--- config.mk ---
export PLATFORM = sky130hd
export DESIGN_NAME = mem_arbiter
export DESIGN_NICKNAME = d
export VERILOG_FILES = /design/src/rtl/mem_arb_pkg.sv /design/src/rtl/mem_rr_pick.sv /design/src/rtl/mem_arbiter.sv
export SDC_FILE = /design/constraint.sdc
export NUM_CORES = 1
export LEC_CHECK = 0
export ABC_CLOCK_PERIOD_IN_PS = 2100
export BUFFER_PORTS_ARGS = -buffer_cell sky130_fd_sc_hd__buf_2
export CAP_MARGIN = 20
export CORE_AREA = 2 2 117 119
export CTS_CLUSTER_DIAMETER = 40
export CTS_CLUSTER_SIZE = 25
export DETAILED_ROUTE_END_ITERATION = 6
export DIE_AREA = 0 0 119 121
export PLACE_DENSITY = 0.48
export SETUP_SLACK_MARGIN = 0.3
export SYNTH_ARGS = -nofsm -noshare
export SYNTH_HDL_FRONTEND = slang
export SYNTH_SLANG_ARGS = --single-unit
--- constraint.sdc ---
create_clock -name clk -period 2.1 [get_ports clk]
set_input_delay 0.42 -clock clk [delete_from_list [all_inputs] [get_ports clk]]
set_output_delay 0.42 -clock clk [all_outputs]
set_load 0.02 [all_outputs]
--- src/rtl/mem_arb_pkg.sv ---
// Shared types and defaults for the two-requester memory arbiter.
package mem_arb_pkg;

  localparam int DEF_ADDR_WIDTH = 32;
  localparam int DEF_DATA_WIDTH = 32;
  localparam int DEF_MAX_BEATS  = 16;

  typedef enum logic [1:0] {
    IDLE = 2'd0,
    GNT0 = 2'd1,
    GNT1 = 2'd2
  } arb_state_t;

  // One extra bit so the counter can hold MAX_BEATS itself.
  function automatic int beat_cnt_width(input int max_beats);
    return $clog2(max_beats) + 1;
  endfunction

endpackage

--- src/rtl/mem_rr_pick.sv ---
// Two-way round-robin choice: on a tie the requester that did not win last time wins.
module mem_rr_pick (
  input  logic req0,
  input  logic req1,
  input  logic last_grant,
  output logic winner,
  output logic valid
);

  always_comb begin
    valid  = req0 | req1;
    winner = (req0 & req1) ? ~last_grant : req1;
  end

endmodule

--- src/rtl/mem_arbiter.sv ---
// Arbitrates two cache controllers onto one simple_mem port, with locked bursts
// capped at MAX_BEATS and a mandatory idle bubble between grants.
module mem_arbiter
  import mem_arb_pkg::*;
#(
  parameter int ADDR_WIDTH = DEF_ADDR_WIDTH,
  parameter int DATA_WIDTH = DEF_DATA_WIDTH,
  parameter int MAX_BEATS  = DEF_MAX_BEATS
) (
  input  logic                  clk,
  input  logic                  rst,
  input  logic                  m0_req,
  input  logic                  m0_lock,
  input  logic                  m0_we,
  input  logic [ADDR_WIDTH-1:0] m0_addr,
  input  logic [DATA_WIDTH-1:0] m0_wdata,
  output logic                  m0_ready,
  output logic [DATA_WIDTH-1:0] m0_rdata,
  input  logic                  m1_req,
  input  logic                  m1_lock,
  input  logic                  m1_we,
  input  logic [ADDR_WIDTH-1:0] m1_addr,
  input  logic [DATA_WIDTH-1:0] m1_wdata,
  output logic                  m1_ready,
  output logic [DATA_WIDTH-1:0] m1_rdata,
  output logic                  mem_req,
  output logic                  mem_we,
  output logic [ADDR_WIDTH-1:0] mem_addr,
  output logic [DATA_WIDTH-1:0] mem_wdata,
  input  logic [DATA_WIDTH-1:0] mem_rdata,
  input  logic                  mem_ready
);

  localparam int BW = beat_cnt_width(MAX_BEATS);

  arb_state_t    state_reg, state_next;
  logic          last_grant_reg, last_grant_next;
  logic [BW-1:0] beat_cnt_reg, beat_cnt_next;
  logic [BW-1:0] beat_inc;
  logic          pick_winner, pick_valid;
  logic          sel, sel_req, sel_lock;

  mem_rr_pick u_pick (
    .req0       (m0_req),
    .req1       (m1_req),
    .last_grant (last_grant_reg),
    .winner     (pick_winner),
    .valid      (pick_valid)
  );

  assign beat_inc = beat_cnt_reg + BW'(1);

  always_ff @(posedge clk or posedge rst) begin
    if (rst) begin
      state_reg      <= IDLE;
      last_grant_reg <= 1'b1;
      beat_cnt_reg   <= '0;
    end else begin
      state_reg      <= state_next;
      last_grant_reg <= last_grant_next;
      beat_cnt_reg   <= beat_cnt_next;
    end
  end

  always_comb begin
    state_next      = state_reg;
    last_grant_next = last_grant_reg;
    beat_cnt_next   = beat_cnt_reg;
    mem_req         = 1'b0;
    mem_we          = 1'b0;
    mem_addr        = '0;
    mem_wdata       = '0;
    m0_ready        = 1'b0;
    m0_rdata        = '0;
    m1_ready        = 1'b0;
    m1_rdata        = '0;
    sel             = (state_reg == GNT1);
    sel_req         = sel ? m1_req  : m0_req;
    sel_lock        = sel ? m1_lock : m0_lock;

    case (state_reg)
      IDLE: begin
        if (pick_valid) begin
          state_next      = pick_winner ? GNT1 : GNT0;
          last_grant_next = pick_winner;
          beat_cnt_next   = '0;
        end
      end
      GNT0, GNT1: begin
        mem_req   = sel_req;
        mem_we    = sel ? m1_we    : m0_we;
        mem_addr  = sel ? m1_addr  : m0_addr;
        mem_wdata = sel ? m1_wdata : m0_wdata;
        if (sel) begin
          m1_ready = mem_ready;
          m1_rdata = mem_ready ? mem_rdata : '0;
        end else begin
          m0_ready = mem_ready;
          m0_rdata = mem_ready ? mem_rdata : '0;
        end
        // The beat cap releases even a locked owner so the other side cannot starve.
        if (mem_ready) begin
          beat_cnt_next = beat_inc;
          if (!sel_lock || beat_inc == BW'(MAX_BEATS)) state_next = IDLE;
        end else if (!sel_req && !sel_lock) begin
          state_next = IDLE;
        end
      end
      default: state_next = IDLE;
    endcase
  end

endmodule

==> results_dict.tcl <==
set metrics [dict create \
    pwr-share-comb 0.913 \
    placed_cells 736 \
    crit_path_start_kind "register" \
    grt_pass1_vias 3189 \
    drt-total-wl_mm 11.5 \
    worstPathArrival_ns 1.74 \
    numClockSinks 8 \
    final.min_clock_period_ns 2.16 \
    violations "setup timing" \
    layout_setup_ws_ns -0.0621 \
    die_area_sq_mm 0.0144 \
    status "finished with violations" \
    nNetsFinal 767 \
    grt_max_degree 21 \
    fp.dieW_microns 119 \
    sequentialPowerShare 0.039 \
    tightest_slew_ns 0.325 \
    hold_violations 0 \
    drive_above_1_share 0.810 \
    insertion_delay_ns 0.23 \
    grt_pass1_wl_mm 15.8 \
    cts_tree "done" \
    num_antenna_cells 0 \
    synth_fp_nets 447 \
    largest_reg_flops 5 \
    postLayoutCoreUtil 0.406 \
    cellInternalPower_mw 3.56 \
    antenna_found_initial 0 \
    yosysSeqAreaShare 0.105 \
    port_buffers 300 \
    layout_common_cells "195 x buf_2, 60 x buf_6, 56 x buf_4" \
    r2r_start "state_reg[1]" \
    p_per_area_mw_per_mm2 1260 \
    cp_max_fo 8 \
    switchingPower_mw 3.15 \
    hpwl_mm 7.59 \
    critical_path_class "register to primary output" \
    ff2ff_setup_slack_ns 0.15 \
    rsz0062_at_grt "true" \
    yosysWarnings 0 \
    grt-ovfl-total 0 \
    cts_buffer_depth 2 \
    final_cells 770 \
    final_common_cell "buf_2" \
    synthDistinctLibCells 29 \
    start_util 0.146 \
    clock_power_share 0.049 \
    cellLeakagePower_nw 2.62 \
    track_usage 0.137 \
    max_freq_mhz 463 \
    setup_viol 77 \
    drv_slew 0 \
    max-vdd-ir-drop_mv 0.533 \
    hold_class "input port to async pin" \
    drtIter0Drc 73 \
    slew-limit-headroom 0.782 \
    cts_buffers 3 \
    ys_async_sr_fraction 1.00 \
    routedWlPerCell_microns 15.0 \
    required_ns 1.68 \
    die-height_microns 121 \
    crit_path_end_kind "primary output" \
    avgSynthCellArea_sq_um 6.97 \
    num_rows 42 \
    pre_cts_ws_ns 0.101 \
    antenna_left 0 \
    vias 3157 \
    sw_frac_of_total 0.469 \
    fin_crit_sh 1.03 \
    gp_congestion 0.761 \
    synth-seq-cells 8 \
    maxCapViolCount 0 \
    ios 301 \
    fin_worst_skew_ns 0.00487 \
    cts_root_buf "clkbuf_16" \
    p_total_mw 6.72 \
    syn_to_final_growth_pct 177 \
    drc 0 \
    synth_area_sq_mm 0.00192 \
    ys.flop_type "dfrtp_1" \
    synth_edf_count 0 \
    core-area_sq_mm 0.0131 \
    ctsHtreeMaxLevel 1 \
    path_clk_slew_ns 0.04 \
    syn_inst 275 \
    vias_per_cell 4.10 \
    rr_worst_depth 8 \
    first_pass_iters 4 \
    reg2reg_to "state_reg[0]" \
]
==> metal layers <==
metal  global-route usage  share of wire  vias up
met1                0.147           0.38     1454
li1                     -              -     1551
met4               0.0320          0.014        0
met2                0.279           0.56      138
met3               0.0188          0.051       14
met5                    0              0        -
==> synth_stat cells (3+ instances only) <==
cell      count  area, sq um
a21oi_1       3         15.0
and2_1       64          400
buf_1         3         11.3
buf_2         6         30.0
clkbuf_1     10         37.5
dfrtp_1       7          175
ha_1          3         37.5
inv_1         5         18.8
mux2i_1      68          681
nand2_1       9         33.8
nand3_1       4         20.0
nor2_1       68          255
o21ai_0       6         30.0
==> critical path, stage by stage (launching register included) <==
cell and delay (ns):
dfrtp_1 0.38, buf_6 0.12, ha_4 0.17, buf_12 0.13
buf_4 0.14, buf_16 0.15, mux2i_4 0.18, nor2_2 0.10
buf_6 0.13
==> through the flow <==
| stage | area (sq um) | setup TNS [ns] | hold WS (ns) |
|---|---|---|---|
| CTS | 4920 | -1.61 | 0.135 |
| global placement | 3890 | 0 | 0.381 |
| floorplan | 2160 | 0 | 0.235 |
| global route | 5310 | -8.34 | 0.156 |
| finish | 5310 | -1.64 | 0.120 |
| detailed placement | 3890 | 0 | 0.382 |
==> final cells by class <==
| type | count | area (sq um) |
|---|---|---|
| Clock buffer | 4 | 78.8 |
| Fill cell | 1278 | 7770 |
| Inverter | 6 | 30.0 |
| Multi-Input combinational cell | 240 | 2080 |
| Sequential cell | 8 | 201 |
| Tap cell | 176 | 220 |
| Timing Repair Buffer | 336 | 2700 |
==> kinds of logic after synthesis <==
family / Yosys count / share of synthesized area
adder cells (fa/ha/maj): 3 / 0.0196
AO/OA/AOI/OAI: 14 / 0.0470
AND/OR/NAND/NOR: 153 / 0.400
buffers and inverters: 27 / 0.0607
flip-flops: 8 / 0.105
multiplexers: 69 / 0.363
XOR/XNOR: 1 / 0.00457
==> repair_timing <==
item	4_1_cts	5_1_grt
setup endpoints to repair	133	135
pin swaps	5	5
resized for setup	158	94
buffers inserted	13	2
cloned	12	3
hold buffers	0	0
==> power groups by stage <==
| stage | Combinational [mW] | Clock [mW] | Sequential (mW) |
|---|---|---|---|
| 2_1_floorplan | 2.85 | 0 | 0.248 |
| 3_3_place_gp | 4.10 | 0 | 0.259 |
| 3_5_place_dp | 4.12 | 0 | 0.261 |
| 4_1_cts | 5.82 | 0.333 | 0.257 |
| 5_1_grt | 6.47 | 0.344 | 0.265 |
| 6_report | 6.13 | 0.328 | 0.259 |
==> worst max-delay path by stage <==
stage               depth (start not counted)             to          from
floorplan                                   6    m0_rdata[0]  state_reg[0]
global placement                            7    m0_rdata[8]  state_reg[1]
detailed placement                          7    m0_rdata[0]  state_reg[1]
CTS                                         8  mem_wdata[24]  state_reg[1]
global route                                8   mem_addr[19]  state_reg[1]
finish                                      8   mem_addr[11]  state_reg[1]
Power figures use the tool's default switching activity.
